--- src/rtl/onchip_ram_pkg.sv ---
// Shared types and default sizes for the on-chip RAM arbiter slice.
package onchip_ram_pkg;

  localparam int ADDR_W = 13;
  localparam int DATA_W = 32;
  localparam int BE_W   = DATA_W / 8;

  typedef logic master_id_t;

  // Read-return tag: one per in-flight read, tracks who asked for it.
  typedef struct packed {
    logic       valid;
    master_id_t owner;
  } rd_tag_t;

endpackage

--- src/rtl/rr_arb2.sv ---
// Two-requester round-robin arbiter with a last-grant register.
// Generic enough to front any single-port shared slave.
module rr_arb2
  import onchip_ram_pkg::*;
(
  input  logic       clk,
  input  logic       reset_n,
  input  logic [1:0] req,
  output logic [1:0] gnt,
  output master_id_t winner
);

  master_id_t last_grant;

  // On a tie the requester that did not win last time goes; otherwise pass req through.
  always_comb begin
    gnt = req;
    if (req == 2'b11) gnt = (last_grant == 1'b1) ? 2'b01 : 2'b10;
  end

  // Master 0 when nobody is granted, so downstream muxes default to master 0.
  assign winner = master_id_t'(gnt[1]);

  // Remember the winner; reset to 1 so master 0 takes the first tie.
  always_ff @(posedge clk or negedge reset_n) begin
    if (!reset_n)   last_grant <= 1'b1;
    else if (|gnt)  last_grant <= winner;
  end

endmodule

--- src/rtl/onchip_ram_arbiter.sv ---
// Round-robin sharing of one single-port RAM between two Avalon-MM masters.
// One access per cycle; read data is steered back by a latency-matched tag pipe.
module onchip_ram_arbiter #(
  parameter int ADDR_W     = onchip_ram_pkg::ADDR_W,
  parameter int DATA_W     = onchip_ram_pkg::DATA_W,
  parameter int BE_W       = onchip_ram_pkg::BE_W,
  parameter int RD_LATENCY = 1
) (
  input  logic              clk,
  input  logic              reset_n,
  input  logic [ADDR_W-1:0] m0_address,
  input  logic [BE_W-1:0]   m0_byteenable,
  input  logic              m0_read,
  input  logic              m0_write,
  input  logic [DATA_W-1:0] m0_writedata,
  output logic              m0_waitrequest,
  output logic [DATA_W-1:0] m0_readdata,
  output logic              m0_readdatavalid,
  input  logic [ADDR_W-1:0] m1_address,
  input  logic [BE_W-1:0]   m1_byteenable,
  input  logic              m1_read,
  input  logic              m1_write,
  input  logic [DATA_W-1:0] m1_writedata,
  output logic              m1_waitrequest,
  output logic [DATA_W-1:0] m1_readdata,
  output logic              m1_readdatavalid,
  output logic [ADDR_W-1:0] ram_address,
  output logic [BE_W-1:0]   ram_byteenable,
  output logic              ram_chipselect,
  output logic              ram_write,
  output logic [DATA_W-1:0] ram_writedata,
  output logic              ram_clken,
  output logic              ram_reset_req,
  input  logic [DATA_W-1:0] ram_readdata
);
  import onchip_ram_pkg::master_id_t;
  import onchip_ram_pkg::rd_tag_t;

  localparam int NM = 2;

  logic [NM-1:0][ADDR_W-1:0] m_addr;
  logic [NM-1:0][BE_W-1:0]   m_be;
  logic [NM-1:0][DATA_W-1:0] m_wdata;
  logic [NM-1:0]             m_rd, m_wr;
  logic [NM-1:0]             req, gnt, rdv;
  master_id_t                winner;
  logic                      any_gnt, rd_issue;

  rd_tag_t [RD_LATENCY-1:0]  tag_pipe;
  rd_tag_t                   tag_out;

  assign m_addr  = {m1_address, m0_address};
  assign m_be    = {m1_byteenable, m0_byteenable};
  assign m_wdata = {m1_writedata, m0_writedata};
  assign m_rd    = {m1_read, m0_read};
  assign m_wr    = {m1_write, m0_write};

  // A read with write also asserted counts as a write.
  assign req = m_rd | m_wr;

  rr_arb2 u_arb (
    .clk     (clk),
    .reset_n (reset_n),
    .req     (req),
    .gnt     (gnt),
    .winner  (winner)
  );

  assign any_gnt  = |gnt;
  assign rd_issue = any_gnt & m_rd[winner] & ~m_wr[winner];

  // Winner mux; with no grant winner is 0 and chipselect stays low.
  assign ram_address    = m_addr[winner];
  assign ram_byteenable = m_be[winner];
  assign ram_writedata  = m_wdata[winner];
  assign ram_write      = any_gnt & m_wr[winner];
  assign ram_chipselect = any_gnt;

  assign ram_clken     = reset_n;
  assign ram_reset_req = ~reset_n;

  // Owner tag pipe: free-running, matches RAM read latency, cleared by reset.
  always_ff @(posedge clk or negedge reset_n) begin
    if (!reset_n) begin
      tag_pipe <= '0;
    end else begin
      tag_pipe[0] <= '{valid: rd_issue, owner: winner};
      for (int i = 1; i < RD_LATENCY; i++) tag_pipe[i] <= tag_pipe[i-1];
    end
  end

  assign tag_out = tag_pipe[RD_LATENCY-1];

  for (genvar g = 0; g < NM; g++) begin : g_ret
    assign rdv[g] = tag_out.valid & (tag_out.owner == 1'(g));
  end

  assign m0_waitrequest   = req[0] & ~gnt[0];
  assign m1_waitrequest   = req[1] & ~gnt[1];
  assign m0_readdatavalid = rdv[0];
  assign m1_readdatavalid = rdv[1];
  assign m0_readdata      = ram_readdata;
  assign m1_readdata      = ram_readdata;

endmodule
--- config.mk ---
export PLATFORM = sky130hd
export DESIGN_NAME = onchip_ram_arbiter
export DESIGN_NICKNAME = d
export VERILOG_FILES = /design/src/rtl/onchip_ram_pkg.sv /design/src/rtl/rr_arb2.sv /design/src/rtl/onchip_ram_arbiter.sv
export SDC_FILE = /design/constraint.sdc
export NUM_CORES = 1
export LEC_CHECK = 0
export BUFFER_PORTS_ARGS = -buffer_cell sky130_fd_sc_hd__buf_2
export CELL_PAD_IN_SITES_DETAIL_PLACEMENT = 0
export CELL_PAD_IN_SITES_GLOBAL_PLACEMENT = 1
export CORE_AREA = 2 2 99 101
export CTS_BUF_LIST = sky130_fd_sc_hd__clkbuf_8
export DETAILED_ROUTE_END_ITERATION = 8
export DIE_AREA = 0 0 101 103
export PLACE_DENSITY = 0.9
export SLEW_MARGIN = 20
export SYNTH_ARGS = -nofsm -noshare
export SYNTH_HDL_FRONTEND = slang
export SYNTH_SLANG_ARGS = --single-unit
export TNS_END_PERCENT = 20
--- constraint.sdc ---
create_clock -name clk -period 2.35 [get_ports clk]
set_input_delay 0.235 -clock clk [delete_from_list [all_inputs] [get_ports clk]]
set_output_delay 0.235 -clock clk [all_outputs]
set_load 0.01 [all_outputs]
==> results.cfg <==
[hold_path]
holdCritStartpoint = m0_read
min_path_cells = 2
min_to = tag_out[1]
hp-class = in2reg

[synthesis]
avgSynthCellArea_sq_um = 10.4
syn-num-nets = 277
synth_top_area_cell = mux2_4
yosysUniqueCellTypes = 18
ys_seq_area_frac = 0.0520
ys_ff_latch = 3
synthCells = 141
yosysTopAreaCellShare = 0.501
yosysWarnings = 0
synth_area_leaders = mux2_4, buf_4, buf_6
synth_area_sq_um = 1470

[timing]
min_period_over_period = 0.949
skew_ns = 0.00908
fin_tns_setup_ns = 0
hold_viol = 0
relSlewSlack = 0.631
finalSetupViolCount = 0
fmax_ghz = 0.448
tightest_slew_ns = 0.552
final_max_slew_viol_count = 0
finalWorstSetupSlack_ns = 0.120
rsz0062_at_grt = false
min_period_ns = 2.23

[clock_tree]
clock_latency_ns = 0.22
cts.sinks = 3
cts.clk_slew.worst_paths_ns = 0.04
htree_levels = 1
clock_path_buffers = 2
clock-root-buffer = clkbuf_8
cts_buffers = 3
cts_setup_buffers = 0
cts_tree = done

[floorplan]
dieHeight_um = 103
start_util = 0.155
core_area_sq_um = 9460
dieArea_sq_um = 10400
pin_count = 257
die_w_um = 101
placementRows = 36

[worst_setup_path]
arrival_ns = 1.99
path_cells = o21ai_2, o21ai_4, buf_12, mux2_4, buf_2
max_stage_delay_ns = 0.58
cp_max_fo = 40
r2r-end = tag_out[0]
r2r_start = u_arb.last_grant
slowest_stage = dfstp_2
cp-start-kind = flop
crit_family = flip-flops
critPathCaptureType = output port
path_buf_inv = 2
r2r_cells = 3
critPathRequiredTime_ns = 2.12
reg2reg_slack_ns = 1.22
crit_type = reg2out

[cells_and_area]
multi_input_area_sq_um = 845
fillCellCount = 1013
seq_area_sq_um = 76.3
nets = 374
drive_gt1_frac = 0.916
antenna_cells = 0
areaGrowthSynthToFinish_pct = 32.8

[power_and_ir_drop]
p_int_uw = 532
leakagePower_nw = 1.17
p_clk_frac = 0.180
powerDensity_nw_per_um2 = 428
netSwitchingFraction = 0.362
ir_drop_v = 0.000139
seq_power_share = 0.084
comb_power_share = 0.735
switchingPower_uw = 303

[global_routing]
grt_pass1_wl_um = 5450
grt_pass1_vias = 1132
antenna_found_initial = 0
overflow = 0
grt_usage = 0.0700
grt_max_degree = 41

[detailed_routing]
drtIter0Drc = 15
via_per_inst = 3.75
firstDrtPassIters = 4
wl_per_cell_um = 13.0
ant_nets = 0
routed-via-count = 1318
drc = 0
wl_um = 4580

[run_status]
status = finished, final reports clean

[run]
max_cap_violations = 0

[placed_design]
port_buffers = 160
gp_congestion = 0.782
pre_cts_ws_ns = 0.348
dpl.hpwl_um = 4000
-- routing by layer --
layer / global-route usage / up-vias / wire length [um]
li1: - / 602 / -
met1: 0.0731 / 605 / 1680
met2: 0.121 / 101 / 2240
met3: 0.0332 / 10 / 572
met4: 0.0312 / 0 / 86
met5: 0 / - / 0
-- cell type report --
| class | instances | area share |
|---|---|---|
| clock buffer | 3 | 0.0212 |
| clock inverter | 1 | 0.00192 |
| inverter | 3 | 0.00577 |
| multi-input combinational | 65 | 0.433 |
| sequential | 3 | 0.0391 |
| tap | 114 | 0.0731 |
| timing repair buffer | 162 | 0.426 |
-- power by group through the flow --
stage	Sequential (mW)	Clock, mW	Combinational (mW)
6_report	0.0704	0.150	0.614
5_1_grt	0.0721	0.156	0.663
4_1_cts	0.0700	0.153	0.625
3_5_place_dp	0.0706	0	0.619
3_3_place_gp	0.0700	0	0.610
2_1_floorplan	0.0691	0	0.512
-- state kept, by name, indices dropped and copies added (netlist names) --
signal and cells:
tag_out 2, u_arb.last_grant 1
-- cells in the final DEF (no fill, tap or decap), drive strengths merged --
cell type and count:
buf 161, mux2 49, inv 4, nor2 3, clkbuf 3, nand2b 2, dfrtp 2, o21ai 2
nand2 1, a21oi 1, a31o 1, a21boi 1, o22a 1, nor2b 1, and2 1, nor3 1
o31a 1, dlygate4sd3 1, dfstp 1
-- cell usage after synthesis, drive strengths merged --
cell type and number:
nor2 3, o22a 1, a21boi 1, o31a 1, mux2 49, nand2 1
a21oi 1, buf 70, and2 1, o21ai 2, nand2b 2, nor3 1
dfrtp 2, a31o 1, nor2b 1, inv 3, dfstp 1
-- repair_timing --
item                      CTS  global route
hold buffers                1             0
hold endpoints to repair    2             0
resized for setup           0             0
-- per-stage QoR --
step                      hold slack [ns]  power [mW]   util  std cells  cell area, sq um
final                               0.337       0.835  0.206        351              1950
after global placement             0.0662       0.680  0.200        346              1900
after global routing                0.360       0.891  0.206        351              1950
after floorplan                   -0.0606       0.581      -        141              1470
after CTS                           0.345       0.848  0.206        351              1950
after detailed placement           0.0684       0.690  0.200        346              1900
-- worst max-delay path by stage --
stage | end | slack, ns | depth (start not counted) | from
6_report | ram_writedata[11] | 0.12 | 5 | u_arb.last_grant
4_1_cts | ram_writedata[31] | 0.10 | 5 | u_arb.last_grant
3_5_place_dp | ram_writedata[31] | 0.35 | 5 | u_arb.last_grant
5_1_grt | ram_writedata[31] | 0.05 | 5 | u_arb.last_grant
3_3_place_gp | ram_writedata[31] | 0.40 | 5 | u_arb.last_grant
2_1_floorplan | ram_address[0] | 0.82 | 4 | u_arb.last_grant
-- cell families (layout without fill, tap and decap cells) --
group                  count (synthesis)  after routing  synth area share
AOI/OAI and AO/OA                      7              7            0.0383
buffers and inverters                 73            169             0.378
DFF                                    3              3            0.0520
muxes                                 49             49             0.501
and+or+nand+nor                        9              9            0.0307
No activity file was read; power rests on OpenSTA's default activity.
